**src/rtl/reorder_buffer_if.sv**
```systemverilog
// Bundle of the reorder buffer's dispatch, CDB, operand lookup and
// write-back/flush signals. The ROB takes the slave side; the pipeline
// (or a bench) drives the master side.
interface reorder_buffer_if #(
   parameter int TAGW = 5
);
   logic            alloc_valid;
   logic            alloc_ready;
   logic [4:0]      alloc_rd;
   logic            alloc_is_br;
   logic [TAGW-1:0] alloc_tag;

   logic            cdb_valid;
   logic [TAGW-1:0] cdb_tag;
   logic [31:0]     cdb_data;
   logic            cdb_mispredict;
   logic [31:0]     cdb_target;

   logic [TAGW-1:0] q_tag_a;
   logic [TAGW-1:0] q_tag_b;
   logic            q_ready_a;
   logic            q_ready_b;
   logic [31:0]     q_data_a;
   logic [31:0]     q_data_b;

   logic            load_wb;
   logic [4:0]      wb_dest;
   logic [31:0]     wb_data;
   logic [TAGW-1:0] wb_tag;
   logic            flush;
   logic [31:0]     redirect_pc;

   modport slave (
      input  alloc_valid, alloc_rd, alloc_is_br,
      output alloc_ready, alloc_tag,
      input  cdb_valid, cdb_tag, cdb_data, cdb_mispredict, cdb_target,
      input  q_tag_a, q_tag_b,
      output q_ready_a, q_ready_b, q_data_a, q_data_b,
      output load_wb, wb_dest, wb_data, wb_tag, flush, redirect_pc
   );

   modport master (
      output alloc_valid, alloc_rd, alloc_is_br,
      input  alloc_ready, alloc_tag,
      output cdb_valid, cdb_tag, cdb_data, cdb_mispredict, cdb_target,
      output q_tag_a, q_tag_b,
      input  q_ready_a, q_ready_b, q_data_a, q_data_b,
      input  load_wb, wb_dest, wb_data, wb_tag, flush, redirect_pc
   );
endinterface

```
**src/rtl/reorder_buffer.sv**
```systemverilog
// In-order commit queue. Hands out tag = index + 1 at dispatch (tag 0 means
// "value already in the register file"), captures results off the CDB,
// retires the head once its result is in, and flushes everything when a
// mispredicted branch reaches commit.
module reorder_buffer #(
   parameter int DEPTH = 8,
   parameter int TAGW  = 5
) (
   input logic              clk,
   input logic              rst,
   reorder_buffer_if.slave  bus
);
   localparam int IW = (DEPTH > 1) ? $clog2(DEPTH) : 1;
   localparam int CW = $clog2(DEPTH + 1);

   logic [IW-1:0]    head;
   logic [IW-1:0]    tail;
   logic [CW-1:0]    count;
   logic [DEPTH-1:0] busy;
   logic [DEPTH-1:0] done;
   logic [DEPTH-1:0] is_br;
   logic [DEPTH-1:0] mispred;
   logic [4:0]       rd     [DEPTH];
   logic [31:0]      data   [DEPTH];
   logic [31:0]      target [DEPTH];

   logic             commit;
   logic             flush_now;
   logic             alloc_fire;
   logic [DEPTH-1:0] cdb_hit;

   function automatic logic [IW-1:0] wrap_inc(input logic [IW-1:0] idx);
      if (idx == IW'(DEPTH - 1)) return '0;
      return idx + IW'(1);
   endfunction

   // Head retires only on a result captured in an earlier cycle; the
   // registered done bit makes a same-cycle CDB write wait one cycle.
   assign commit          = busy[head] & done[head];
   assign flush_now       = commit & mispred[head];
   assign bus.alloc_ready = (count < CW'(DEPTH)) && !flush_now;
   assign alloc_fire      = bus.alloc_valid && bus.alloc_ready;
   assign bus.alloc_tag   = TAGW'(tail) + TAGW'(1);

   assign bus.load_wb     = commit;
   assign bus.wb_dest     = commit ? rd[head] : '0;
   assign bus.wb_data     = commit ? data[head] : '0;
   assign bus.wb_tag      = TAGW'(head) + TAGW'(1);
   assign bus.flush       = flush_now;
   assign bus.redirect_pc = flush_now ? target[head] : '0;

   // CDB tag decode; tags 0 and above DEPTH match no entry and drop out.
   always_comb begin
      cdb_hit = '0;
      for (int i = 0; i < DEPTH; i++) begin
         cdb_hit[i] = bus.cdb_valid && (bus.cdb_tag == TAGW'(i + 1)) && busy[i];
      end
   end

   // Operand lookup for the two source tags; no bypass from the live CDB.
   always_comb begin
      bus.q_ready_a = 1'b0;
      bus.q_data_a  = '0;
      bus.q_ready_b = 1'b0;
      bus.q_data_b  = '0;
      for (int i = 0; i < DEPTH; i++) begin
         if (bus.q_tag_a == TAGW'(i + 1) && busy[i] && done[i]) begin
            bus.q_ready_a = 1'b1;
            bus.q_data_a  = data[i];
         end
         if (bus.q_tag_b == TAGW'(i + 1) && busy[i] && done[i]) begin
            bus.q_ready_b = 1'b1;
            bus.q_data_b  = data[i];
         end
      end
   end

   // Control state: pointers, occupancy and per-entry status bits.
   always_ff @(posedge clk) begin
      if (rst) begin
         head    <= '0;
         tail    <= '0;
         count   <= '0;
         busy    <= '0;
         done    <= '0;
         mispred <= '0;
      end else if (flush_now) begin
         head    <= '0;
         tail    <= '0;
         count   <= '0;
         busy    <= '0;
         done    <= '0;
         mispred <= '0;
      end else begin
         if (alloc_fire) begin
            busy[tail]    <= 1'b1;
            done[tail]    <= 1'b0;
            mispred[tail] <= 1'b0;
            tail          <= wrap_inc(tail);
         end
         for (int i = 0; i < DEPTH; i++) begin
            if (cdb_hit[i]) begin
               done[i]    <= 1'b1;
               mispred[i] <= bus.cdb_mispredict & is_br[i];
            end
         end
         if (commit) begin
            busy[head] <= 1'b0;
            head       <= wrap_inc(head);
         end
         case ({alloc_fire, commit})
            2'b10:   count <= count + CW'(1);
            2'b01:   count <= count - CW'(1);
            default: count <= count;
         endcase
      end
   end

   // Payload storage; only meaningful while the entry is busy, so no reset.
   always_ff @(posedge clk) begin
      if (alloc_fire) begin
         rd[tail]    <= bus.alloc_rd;
         is_br[tail] <= bus.alloc_is_br;
      end
      for (int i = 0; i < DEPTH; i++) begin
         if (cdb_hit[i]) begin
            data[i]   <= bus.cdb_data;
            target[i] <= bus.cdb_target;
         end
      end
   end
endmodule

```
**src/flat_wrapper.sv**
```systemverilog
// flat-port wrapper written by rule: the top's interface ports become plain ports
module reorder_buffer_flat 
#(
   parameter int DEPTH = 8,
   parameter int TAGW  = 5
)
  (clk, rst, bus_alloc_valid, bus_alloc_rd, bus_alloc_is_br, bus_alloc_ready, bus_alloc_tag, bus_cdb_valid, bus_cdb_tag, bus_cdb_data, bus_cdb_mispredict, bus_cdb_target, bus_q_tag_a, bus_q_tag_b, bus_q_ready_a, bus_q_ready_b, bus_q_data_a, bus_q_data_b, bus_load_wb, bus_wb_dest, bus_wb_data, bus_wb_tag, bus_flush, bus_redirect_pc);
  reorder_buffer_if #(.TAGW(TAGW)) bus_i ();
  input logic clk;
  input logic rst;
  input wire logic [$bits(bus_i.alloc_valid)-1:0] bus_alloc_valid;
  input wire logic [$bits(bus_i.alloc_rd)-1:0] bus_alloc_rd;
  input wire logic [$bits(bus_i.alloc_is_br)-1:0] bus_alloc_is_br;
  output wire logic [$bits(bus_i.alloc_ready)-1:0] bus_alloc_ready;
  output wire logic [$bits(bus_i.alloc_tag)-1:0] bus_alloc_tag;
  input wire logic [$bits(bus_i.cdb_valid)-1:0] bus_cdb_valid;
  input wire logic [$bits(bus_i.cdb_tag)-1:0] bus_cdb_tag;
  input wire logic [$bits(bus_i.cdb_data)-1:0] bus_cdb_data;
  input wire logic [$bits(bus_i.cdb_mispredict)-1:0] bus_cdb_mispredict;
  input wire logic [$bits(bus_i.cdb_target)-1:0] bus_cdb_target;
  input wire logic [$bits(bus_i.q_tag_a)-1:0] bus_q_tag_a;
  input wire logic [$bits(bus_i.q_tag_b)-1:0] bus_q_tag_b;
  output wire logic [$bits(bus_i.q_ready_a)-1:0] bus_q_ready_a;
  output wire logic [$bits(bus_i.q_ready_b)-1:0] bus_q_ready_b;
  output wire logic [$bits(bus_i.q_data_a)-1:0] bus_q_data_a;
  output wire logic [$bits(bus_i.q_data_b)-1:0] bus_q_data_b;
  output wire logic [$bits(bus_i.load_wb)-1:0] bus_load_wb;
  output wire logic [$bits(bus_i.wb_dest)-1:0] bus_wb_dest;
  output wire logic [$bits(bus_i.wb_data)-1:0] bus_wb_data;
  output wire logic [$bits(bus_i.wb_tag)-1:0] bus_wb_tag;
  output wire logic [$bits(bus_i.flush)-1:0] bus_flush;
  output wire logic [$bits(bus_i.redirect_pc)-1:0] bus_redirect_pc;
  assign bus_i.alloc_valid = bus_alloc_valid;
  assign bus_i.alloc_rd = bus_alloc_rd;
  assign bus_i.alloc_is_br = bus_alloc_is_br;
  assign bus_alloc_ready = bus_i.alloc_ready;
  assign bus_alloc_tag = bus_i.alloc_tag;
  assign bus_i.cdb_valid = bus_cdb_valid;
  assign bus_i.cdb_tag = bus_cdb_tag;
  assign bus_i.cdb_data = bus_cdb_data;
  assign bus_i.cdb_mispredict = bus_cdb_mispredict;
  assign bus_i.cdb_target = bus_cdb_target;
  assign bus_i.q_tag_a = bus_q_tag_a;
  assign bus_i.q_tag_b = bus_q_tag_b;
  assign bus_q_ready_a = bus_i.q_ready_a;
  assign bus_q_ready_b = bus_i.q_ready_b;
  assign bus_q_data_a = bus_i.q_data_a;
  assign bus_q_data_b = bus_i.q_data_b;
  assign bus_load_wb = bus_i.load_wb;
  assign bus_wb_dest = bus_i.wb_dest;
  assign bus_wb_data = bus_i.wb_data;
  assign bus_wb_tag = bus_i.wb_tag;
  assign bus_flush = bus_i.flush;
  assign bus_redirect_pc = bus_i.redirect_pc;
  reorder_buffer #(.DEPTH(DEPTH), .TAGW(TAGW)) u_core (.clk(clk), .rst(rst), .bus(bus_i));
endmodule
```
**config.mk**
```make
export PLATFORM = sky130hd
export DESIGN_NAME = reorder_buffer_flat
export DESIGN_NICKNAME = d
export VERILOG_FILES = /design/src/rtl/reorder_buffer_if.sv /design/src/rtl/reorder_buffer.sv /design/src/flat_wrapper.sv
export SDC_FILE = /design/constraint.sdc
export NUM_CORES = 1
export LEC_CHECK = 0
export CORE_UTILIZATION = 30
export CTS_BUF_LIST = sky130_fd_sc_hd__clkbuf_8
export CTS_CLUSTER_DIAMETER = 40
export DETAILED_ROUTE_END_ITERATION = 7
export PLACE_DENSITY_LB_ADDON = 0.1
export SLEW_MARGIN = 40
export SYNTH_ARGS = -nofsm -noshare
export SYNTH_HDL_FRONTEND = slang
export SYNTH_SLANG_ARGS = --single-unit
```
**constraint.sdc**
```tcl
create_clock -name clk -period 2.8 [get_ports clk]
set_input_delay 0.28 -clock clk [delete_from_list [all_inputs] [get_ports clk]]
set_output_delay 0.28 -clock clk [all_outputs]
set_load 0.1 [all_outputs]
```
======== Word level (Yosys, flattened, before mapping) ========
Memory sizes are Yosys's and may differ from the RTL's. A register that Yosys moved wholly into a read port is not among the register bits.
Cells that the tools add are included.
storage, ports and cells
  RAM bits ................................ 552
  output and inout port bits .............. 148
  memories kept ........................... 3
  register bits ........................... 42
  bits of input ports ..................... 90
memory list
  memory         words  bits a word  rd ports  clocked after memory_dff  write ports  line                  RTL
  u_core.data    8      32           9         1                         1            reorder_buffer.sv:24  logic [31:0] data [DEPTH];
  u_core.target  8      32           1         1                         1            reorder_buffer.sv:25  logic [31:0] target [DEPTH];
  u_core.rd      8      5            1         1                         1            reorder_buffer.sv:23  logic [4:0] rd [DEPTH];
cells by class
  add/sub/neg operators ................... 6
  mux-type cells .......................... 147
  bitwise gates (word level) .............. 16
  reductions and logical operators ........ 77
  magnitude comparators ................... 5
  equal/unequal tests ..................... 28
operators with widths
  operator                                                            count
  2-to-1 mux 32 bit                                                   32
  OR reduction 32 bit                                                 14
  2-to-1 mux 1 bit                                                    77
  2-to-1 mux 3 bit                                                    24
  == test 5 x 3 -> 1 bit (second input constant)                      12
  logical AND 1 bit                                                   52
  2-to-1 mux 8 bit                                                    6
  == test 5 x 2 -> 1 bit (second input constant)                      6
  AND 8 bit                                                           3
  nonzero test 2 bit                                                  9
  inverter 8 bit                                                      2
  == test 5 x 1 -> 1 bit (second input constant)                      3
  == test 5 x 4 -> 1 bit (second input constant)                      3
  AND 1 bit                                                           10
  binary-select mux 1 bit (select 3 bit)                              3
  adder 3 x 1 -> 4 bit (second input constant)                        2
  bitwise mux 8 bit                                                   1
  less-than comparator 3 x 4 -> 1 bit (second input constant)         2
  bitwise OR 8 bit                                                    1
  case mux 4 bit (2 select lines)                                     1
  adder 3 x 1 -> 3 bit (second input constant)                        2
  demux 1 bit (select 3 bit)                                          2
  == test 3 bit (second input constant)                               2
  greater-or-equal comparator 3 x 1 -> 1 bit (second input constant)  2
  8 further kinds                                                     8

======== Longest topological paths before layout ========
Gate-level depths: netlist of the first run.
  word-level depth ........................ 13
  mapped depth ............................ 15
  mapped depth without buffers ............ 12

======== Worst setup path after synthesis of the first run ========
OpenSTA, ideal clock, no wires.
  path type ............................... input -> output
  start ................................... input port bus_q_tag_a[3]
  end ..................................... output port bus_q_data_a[29]
  data arrival time ....................... 3.759 ns
  cell stages on the path ................. 6
  slack ................................... -1.239 ns
  required time ........................... 2.520 ns
  path through ............................ or3_1 > nor3_2 > buf_2 > a22oi_1 > o211a_1 > a222oi_1
between the ends
  longest elaborated chain between the ends .. 11
RTL lines
  element                         line                  RTL
  start: declaration              flat_wrapper.sv:21    input wire logic [$bits(bus_i.q_tag_a)-1:0] bus_q_tag_a;
  == test 5 x 1 -> 1 bit          reorder_buffer.sv:67  if (bus.q_tag_a == TAGW'(i + 1) && busy[i] && done[i]) begin
  logical AND 1 bit (2 in a row)  reorder_buffer.sv:67
  2-to-1 mux 32 bit (7 in a row)  reorder_buffer.sv:67
  2-to-1 mux 32 bit (*)           reorder_buffer.sv:67
  end: declaration                flat_wrapper.sv:25    output wire logic [$bits(bus_i.q_data_a)-1:0] bus_q_data_a;
Every way passes the cells marked *; elsewhere a longest branch is shown, timed or not.

======== Final worst setup path of the first run ========
  start ................................... register u_core.busy[3]
  end ..................................... output port bus_q_data_a[29]
between the ends
  longest elaborated chain between the ends .. 7
RTL lines
  element                           line                  RTL
  start: declaration                reorder_buffer.sv:19  logic [DEPTH-1:0] busy;
  start signal: assignment          reorder_buffer.sv:84  busy <= '0;
  start signal: assignment          reorder_buffer.sv:91  busy <= '0;
  start signal: indexed assignment  reorder_buffer.sv:96  busy[tail] <= 1'b1;
  logical AND 1 bit (2 in a row)    reorder_buffer.sv:67
  2-to-1 mux 32 bit (5 in a row)    reorder_buffer.sv:67
Every way passes these cells.

==> results of run 1 <==
[power by group]
group	internal (uW)	total [uW]	switching (uW)
Clock	4550	8530	3980
Combinational	226	602	376
Sequential	9770	9790	19.8
Total	14600	18900	4370
[through the flow]
step                utilization  setup slack (ns)  power (uW)
floorplan                     -            -1.145       10170
global placement         0.3875           -0.5261       10530
detailed placement       0.3875           -0.4971       10540
CTS                      0.4395           -0.5232       19140
global route             0.4460           -0.5407       19570
finish                   0.4460           -0.5218       18930
[routing by layer]
metal / GRT usage / vias up / share of wire
met2: 0.3660 / 919 / 0.48
met4: 0.07693 / 14 / 0.032
met3: 0.05639 / 205 / 0.079
li1: - / 8544 / -
met5: 0 / - / 0.00082
met1: 0.2886 / 10415 / 0.41
[layout make-up]
cell class | count | area (sq um)
Clock buffer | 114 | 1569
Multi-Input combinational cell | 1052 | 11250
Inverter | 19 | 101.3
Timing Repair Buffer | 537 | 7621
Tap cell | 1176 | 1471
Fill cell | 7948 | 50100
Antenna cell | 1 | 2.502
Sequential cell | 597 | 17600
Clock inverter | 95 | 716.9
[cell families (layout without fill, tap and decap cells)]
family / Yosys count / count (layout) / share of synthesized area
buf+inv: 173 / 765 / 0.02834
flops: 597 / 597 / 0.6384
compound gates: 505 / 505 / 0.1254
fa+ha+maj: 7 / 7 / 0.003184
simple gates: 308 / 308 / 0.05691
other cells: 1 / 3 / 0.0001364
xor+xnor: 4 / 4 / 0.001274
mux: 226 / 226 / 0.1464
[flip-flops by register name, indices dropped and copies added, names as in the netlist, named ones only]
signal and count:
u_core.rd 40, u_core.head 3, u_core.is_br 8, u_core.data 256, u_core.count 4, u_core.done 8, u_core.busy 8, u_core.tail 3
u_core.mispred 8, u_core.target 256
[Yosys cell counts, drive strengths merged, types with 2 or more instances]
master  instances
a211o          11
a211oi          4
a21o           13
a21oi         112
a221o          16
a221oi         34
a222oi         12
a22o           17
a22oi          36
a32oi          35
and2            5
and3           18
and3b           2
and4b           4
buf            62
clkbuf         92
dfxtp          37
edfxtp        560
ha              7
inv            19
mux2i          86
mux4          140
nand2          81
nand2b          7
nand3          25
nand3b          3
nand4           5
nand4b          3
nor2          117
nor2b           9
nor3            5
nor3b           5
nor4bb          7
o211ai          4
o21a            6
o21ai          86
o221a           2
o221ai          4
o22a            8
o22ai         101
or2             3
or3             3
or3b            2
xor2            3
[worst max-delay path: stages, from the launching register on]
cell,delay [ns]
dfxtp_2,0.33
buf_6,0.10
nor4bb_4,0.33
buf_12,0.15
a21oi_2,0.04
o211a_1,0.23
a222oi_1,0.71
buf_4,0.25
buf_12,0.17
[worst paths after layout]
| kind | to | slack, ns | depth (start not counted) |
|---|---|---|---|
| setup reg to reg | u_core.count[3] | -0.11 | 12 |
| setup / recovery | bus_q_data_a[29] | -0.52 | 8 |
| hold / removal | u_core.target[4][17] | 0.25 | 1 |
| hold reg to reg | u_core.mispred[4] | 0.48 | 2 |
[what timing repair did]
item                                    in CTS  in global routing
buffers inserted                            53                 18
endpoints found under the setup margin     138                140
cloned                                      18                  1
gates resized for setup                    343                 82
pin swaps                                  217                 72
hold endpoints to repair                     0                  0
==> results.md, run 1 <==
- Die span in y: between 300 and 400 um
- Top cell type's share of synthesized area: 0.6114
- Hold Crit Start: bus_cdb_target[17]
- Peak VDD IR: 0.3884 mV
- Clock skew: 0.05805 ns
- All-Layer GR Usage: 0.2240
- Max Cap Viol: 0
- FP Rows: 110
- #FFs+latches synth: 597
- Worst hold slack: 0.2526 ns
- Post-synth EDFFs: 560
- DR WL/cell: 29.53 um
- Layout cells sized above 1: 0.4619
- Placed insts: 3308
- Peak Freq: about 300 MHz
- Total gr overflow: 0
- Post-Syn Area per Cell: between 15 and 20 sq um
- Die X: 304.8 um
- Critical path class: reg2out
- DR vias/cell: 5.596
- Final period util: 1.186
- CTS max path bufs: 3
- Starting Density: 0.3042
- Worst R2R Start: u_core.head[0]
- Post-route ant nets: 0
- DP HPWL: 65210 um
- Commonest non-fill, non-tap cell in the layout: edfxtp_1
- Static leakage: ~0.013 uW
- CTS Buf Count: 113
- Largest net degree at the start of global routing: 47
- Run status: finished with violations
- Startpoint type of the worst setup path: flop
- Clock Pin Slew Worst Setup and Hold Paths: around 0.06 ns
- Synth area leader: edfxtp_1
- Number of port buffers: between 200 and 250
- Fin crit period: 3.322 ns
- Main flop type after synthesis: edfxtp_1
- Final cell count without fillers: roughly 3.6k
- Ys Warns: 0
- CTS root buf: clkbuf_8
- Final setup margin: -0.5218 ns
- H-tree Lvls: 3
- CTS Sinks: 597
- Clock Latency Late Sink: roughly 0.76 ns
- Fraction of registers with async set/reset: 0
- Drt total wl: 106000 um
- Area Overhead vs Synth: 46.63%
- Netlist cell types: 70
- Netlist Area Pre-Place: 27500 sq um
- Design area: 40330 sq um
- Final Max Tran Viols: 0
- Die ar.: 92890 sq um
- Crit path arrival time: 3.04 ns
- TritonCTS clock tree: done
- DRC violations left: 0
- Synth area leaders: edfxtp_1 61%, mux4_2 11%, mux2i_1 3.1%, dfxtp_1 2.7%, o22ai_1 2.3%
- RSZ-0062 raised after global routing: yes
- Initial antenna violation count: 10
- # nets final: 2417
- Setup-failing EPs final: about 140
- Sequential share of the synthesized area: 0.6384
- Mapped Cells: 1821
- Routability cong.: between 0.8 and 0.9
- Hold buffers post-CTS: 0
- First drt pass iteration count: 5
- Most frequent cells in the layout: 560 x edfxtp_1, 213 x buf_12, 164 x buf_4
- Vias in the first global route: 21.22k
- IO Pins: 238
- Core Area: around 90000 sq um
- Worst Hold Class: in2reg
- Worst setup path startpoint: u_core.busy[3]
- Vias: 20.10k
- Crit-path max FO: 2
- Worst path required time: 2.52 ns
- Iteration-0 DRC count of the detailed router: between 1.5k and 2k
- Rel. slew slack: 0.4162
- Failing checks: negative setup slack
- Final setup TNS: -25.03 ns
- CP Capture Type: output pin
- Placement Cell Area: 35030 sq um
- Worst Tran Pin Value: 0.8757 ns
- Final Hold Viols: 0
- Pwr dens: 469.3 nW/um^2
- First-pass GRT wire length: 150800 um
(Power assumes the default switching activity.)
==> inputs of run 2 (changes only) <==
CTS_CLUSTER_SIZE = 14   (was unset)
SETUP_SLACK_MARGIN = 0.2   (was unset)
==> run 2 against run 1 <==
  * The run still ends with negative setup slack left
  * Critical endpoint is now bus_redirect_pc[25]
  * Setup slack better by 0.20 ns
  * Utilization rose by 1.2 points
  * First-iteration DRC count up 14%
  * Sequential power hardly changed
  * Hold slack gained 0.032 ns
  * Via count rose by 1.5%
  * Maximum frequency up 6.3%
  * Clock power increased by 17%
  * Highest routed layer unchanged
==> results.md, run 2 (synthesized netlist as in run 1, its figures left out) <==
- Run status: finished with violations
- Failing checks: negative setup slack
- CTS Buf Count: 104
- Starting Density: 0.3042
- Slowest stage cell, crit path: a221o_4
- Die X: ~300 um
- First drt pass iteration count: 6
- CTS Sinks: 597
- Setup-failing EPs final: approximately 140
- Internal: 15760 uW
- Final setup margin: -0.3255 ns
- Final Max Tran Viols: 0
- Drt total wl: about 110000 um
- TritonCTS clock tree: done
- Vias: 20.40k
- Critical path class: reg2out
- Max Cap Viol: 0
- Worst setup path startpoint: u_core.head[0]
- Total gr overflow: 0
- # nets final: ~2.5k
- GRT met1 Usage: 0.2947
- Startpoint type of the worst setup path: flop
- Comb pwr share: 0.031
- Sw power: roughly 4700 uW
- Iteration-0 DRC count of the detailed router: 2036
- DR WL/cell: 29.34 um
- Seq. cell area: 17610 sq um
- Met2 Usage GRT: 0.3620
- Fin crit period: 3.125 ns
- All-Layer GR Usage: 0.2259
- IO Pins: 238
- First-pass GRT wire length: 152700 um
- DR vias/cell: about 5.6
- Final Hold Viols: 0
- DP HPWL: 67400 um
- Clock skew: 0.03945 ns
- Crit-path max FO: 6
- Crit path arrival time: ~2.9 ns
- CTS root buf: clkbuf_8
- Clock power share: 0.491
- Pwr dens: a little under 500 nW/um^2
- Final period util: 1.116
- CTS max path bufs: 3
- Layout cells sized above 1: 0.5006
- Area Overhead vs Synth: 50.68%
- Most common cell on crit path: buf_12
- Placement Cell Area: 35690 sq um
- Rel. slew slack: 0.5623
- Clock Pin Slew Worst Setup and Hold Paths: 0.07 ns
- Delay-heaviest family, CP: compound AO/OA/AOI/OAI gates
- Vias in the first global route: ~21k
- FP Rows: 110
- Clock Latency Late Sink: 0.75 ns
- CP Capture Type: output pin
- Design area: 41440 sq um
- Seq pwr share: 0.479
- Initial antenna violation count: 10
- Biggest regs: u_core.data: 256 flops, u_core.target: 256 flops, u_core.rd: 40 flops
- Peak VDD IR: 0.3818 mV
- Commonest non-fill, non-tap cell in the layout: edfxtp_1
- GRT met3 Usage: 0.05660
- Number of buffers and inverters on the critical path: 4
- Max stage delay on crit path: 0.46 ns
- Static leakage: 0.01346 uW
- Worst R2R Start: u_core.head[0]
- Post-route ant nets: 0
- Most frequent cells in the layout: 560 x edfxtp_1, 222 x buf_12, 179 x buf_4
- Worst path required time: 2.52 ns
- Number of port buffers: roughly 240
- FILL cells: around 8k
- Switching share of power: 0.2286
- Core Area: roughly 90000 sq um
- Largest net degree at the start of global routing: 37
- Die ar.: around 93000 sq um
- Place WS: -0.2272 ns
- RSZ-0062 raised after global routing: yes
- Hold Crit Start: bus_cdb_data[25]
- Die span in y: 304.8 um
- Routability cong.: 0.8841
- Global route hottest layer: met2
- Peak Freq: 320.0 MHz
- Worst Hold Class: in2reg
- Worst Tran Pin Value: 0.6566 ns
- Area taken by multi-input logic gates: approximately 11000 sq um
- Cell Chain, Critical Path: or2_1 > o221a_4 > a221o_4 > buf_16 > buf_12 > buf_6 > nor2_4 > buf_12
- H-tree Lvls: 3
- DRC violations left: 0
[run 2: what timing repair did]
| action | CTS | global route |
|---|---|---|
| hold buffers | 0 | 0 |
| pin swaps | 206 | 112 |
| hold endpoints to repair | 0 | 0 |
| setup buffers | 66 | 19 |
| gates resized for setup | 330 | 106 |
| gates cloned | 17 | 2 |
| setup endpoints to repair | 143 | 213 |
[run 2: power groups by stage]
stage | Sequential, uW | Combinational (uW) | Clock, uW
final | 9780 | 624 | 10000
after global routing | 9780 | 657 | 10600
after CTS | 9780 | 599 | 10200
after detailed placement | 9980 | 576 | 0
after global placement | 9980 | 563 | 0
after floorplan | 9980 | 194 | 0
[run 2: through the flow]
stage	power, uW	hold WS, ns	util	std cells	setup TNS (ns)
after floorplan	10170	0.3789	-	1822	-1.161
after CTS	20620	0.2298	0.4500	3604	-24.02
after global routing	21060	0.2643	0.4583	3627	-32.35
final	20440	0.2849	0.4583	3627	-21.74
after global placement	10540	0.4598	0.3947	3323	-6.688
after detailed placement	10560	0.4621	0.3947	3323	-6.729
[run 2: area by class of cell]
| class | instances | share of cell area |
|---|---|---|
| inverters | 19 | 0.002747 |
| clock buffers | 104 | 0.03454 |
| multi-input cells | 1052 | 0.2761 |
| repair buffers | 583 | 0.1970 |
| diodes | 2 | 0.0001208 |
| well taps | 1176 | 0.03551 |
| flip-flops and latches | 597 | 0.4249 |
| clock inverters | 94 | 0.02904 |
[run 2: worst reg2reg max path, cell delays in order (launching register included)]
cell and delay, ns:
dfxtp_4 0.39, buf_4 0.12, mux4_2 0.53, mux2i_4 0.20, a221o_4 0.17, buf_4 0.12
buf_12 0.12, buf_6 0.12, nand2_8 0.05, ha_4 0.17, xor2_1 0.14, ha_2 0.19
a21oi_2 0.13, xor2_1 0.18, nor2_1 0.08, xnor2_2 0.17, nor2_4 0.03
[run 2: worst paths after layout]
kind | to | slack [ns] | depth (start not counted)
worst max register to register | u_core.count[2] | -0.21 | 16
worst max-delay path | bus_redirect_pc[25] | -0.33 | 8
worst min-delay path | u_core.data[6][25] | 0.28 | 1
worst min register to register | u_core.mispred[4] | 0.47 | 2
[run 2: metal layers]
layer	vias to the layer above	wire (um)
met5	-	86
met4	14	3333
met3	245	9088
met2	1010	50430
met1	10487	43480
li1	8639	-
==> inputs of run 3 (changes only) <==
REMOVE_ABC_BUFFERS = 1   (was unset)
==> run 3 against run 2 <==
  * The flow still finishes with violations (negative setup slack)
  * Wire length decreased by 0.49%
  * Final area decreased by 2.7%
  * Die area did not move
  * Clock skew is essentially flat
  * Combinational power down 3.5%
  * Non-clock buffer count decreased by 14
  * Sequential share of layout area rose by 1.1 points
  * Critical endpoint is now bus_redirect_pc[12]
  * Largest cell class unchanged
  * Largest power group is now sequential cells
==> results.md, run 3 (synthesized netlist as in run 1, its figures left out) <==
- Die span in y: around 300 um
- Static leakage: between 0.01 and 0.015 uW
- RSZ-0062 raised after global routing: yes
- Fin crit period: 3.132 ns
- Startpoint type of the worst setup path: flop
- Iteration-0 DRC count of the detailed router: 1923
- Clock skew: 0.03917 ns
- First-pass GRT wire length: 150800 um
- DRC violations left: 0
- Starting Density: 0.3042
- H-tree Lvls: 3
- CTS max path bufs: 3
- Die X: 304.8 um
- DR WL/cell: slightly below 30 um
- Failing checks: negative setup slack
- Final period util: 1.118
- Final setup TNS: -23.52 ns
- Crit-path max FO: 34
- FILL cells: 7965
- Global route hottest layer: met2
- # nets final: 2439
- All-Layer GR Usage: 0.2241
- Area Overhead vs Synth: 46.63%
- CTS Sinks: between 500 and 600
- Number of port buffers: 235
- CP Capture Type: output pin
- Worst path required time: about 2.5 ns
- DR vias/cell: 5.667
- TritonCTS clock tree: done
- GRT met3 Usage: 0.05466
- Worst Tran Pin Value: 0.4988 ns
- Layout Utilization: 0.4460
- Peak Freq: 319.3 MHz
- Seq pwr share: 0.505
- Layout cells sized above 1: 0.4660
- Core Area: 90420 sq um
- Crit path arrival time: 2.85 ns
- IO Pins: 238
- GRT met1 Usage: 0.2867
- Critical path class: reg2out
- DP HPWL: about 65000 um
- FP Rows: 110
- Internal: 14970 uW
- Hold buffers post-CTS: 0
- Switching share of power: 0.2275
- Final Max Tran Viols: 0
- Clock Latency Late Sink: 0.72 ns
- Comb pwr share: 0.031
- Run status: finished with violations
- Sw power: 4407 uW
- Setup-failing EPs final: 138
- Max Cap Viol: 0
- Clock Pin Slew Worst Setup and Hold Paths: 0.08 ns
- CTS Buf Count: just over 100
- Worst Hold Class: in2reg
- Total gr overflow: 0
- Routability cong.: 0.8858
- Drt total wl: 105900 um
- Worst hold slack: about 0.30 ns
- Final Hold Viols: 0
- Rel. slew slack: 0.6580
- Most frequent cells in the layout: 560 x edfxtp_1, 219 x buf_12, 172 x buf_4
- Vias in the first global route: around 21k
- First drt pass iteration count: 7
- Initial antenna violation count: 7
- Commonest non-fill, non-tap cell in the layout: edfxtp_1
- Pwr dens: between 400 and 500 nW/um^2
- Die ar.: roughly 93000 sq um
- Post-route ant nets: 0
- Met2 Usage GRT: 0.3749
- Biggest regs: u_core.data: 256 flops, u_core.target: 256 flops, u_core.rd: 40 flops
- Final setup margin: -0.3317 ns
- Largest net degree at the start of global routing: 42
- Clock power share: 0.464
- Vias: a little over 20k
- CTS root buf: clkbuf_8
- Peak VDD IR: 0.2918 mV
run 3: cell count changes in the layout (fill, tap and decap cells not counted), sizes merged:
cell	before	now
buf	492	477
bufinv	22	14
clkbuf	106	109
inv	44	46
clkinv	30	29
clkinvlp	17	16
diode	2	3
run 3: area by class of cell:
cell class	instances	area, sq um	share of cell area
Timing Repair Buffer	569	8039	0.1993
Inverter	19	103.9	0.002575
Tap cell	1176	1471	0.03649
Clock buffer	106	1459	0.03618
Sequential cell	597	17600	0.4364
Antenna cell	3	7.507	0.0001862
Multi-Input combinational cell	1052	10770	0.2669
Clock inverter	86	882.1	0.02187
run 3: per-stage QoR:
step | power (uW) | cells | instance area (sq um) | worst slack (ns)
3_3_place_gp | 10520 | 3308 | 34670 | -0.1924
2_1_floorplan | 10140 | 1668 | 26800 | -4.698
6_report | 19370 | 3608 | 40330 | -0.3317
4_1_cts | 19580 | 3590 | 39620 | -0.3900
3_5_place_dp | 10540 | 3308 | 34670 | -0.1999
5_1_grt | 19950 | 3608 | 40330 | -0.4068
run 3: timing repair:
item	4_1_cts	5_1_grt
pin swaps	202	102
gates cloned	19	1
endpoints found under the hold margin	0	0
buffers inserted	71	14
gates resized for setup	415	121
endpoints found under the setup margin	140	141
run 3: worst max-delay path, stage by stage (launching register included):
cell     delay [ns]
dfxtp_4        0.36
buf_6          0.13
or2_1          0.23
o221a_4        0.24
a221o_2        0.44
buf_12         0.20
nor2_2         0.26
buf_12         0.20
run 3: final timing paths:
path	start	endpoint	slack (ns)	cells after the start
max	u_core.head[0]	bus_redirect_pc[12]	-0.33	7
min	bus_alloc_rd[0]	u_core.rd[7][0]	0.30	1
max reg2reg	u_core.head[0]	u_core.count[2]	-0.02	16
min reg2reg	u_core.mispred[4]	u_core.mispred[4]	0.49	2
run 3: power groups by stage:
stage                     combinational [uW]  sequential, uW  clock, uW
after floorplan                          156            9980          0
after global placement                   545            9980          0
after detailed placement                 559            9980          0
after CTS                                587            9780       9210
after global routing                     633            9780       9540
final                                    602            9790       8990
run 3: routing by layer:
layer,vias to the layer above,wire length (um)
li1,8610,-
met1,10517,42750
met2,1076,51360
met3,235,8550
met4,10,3154
met5,-,75
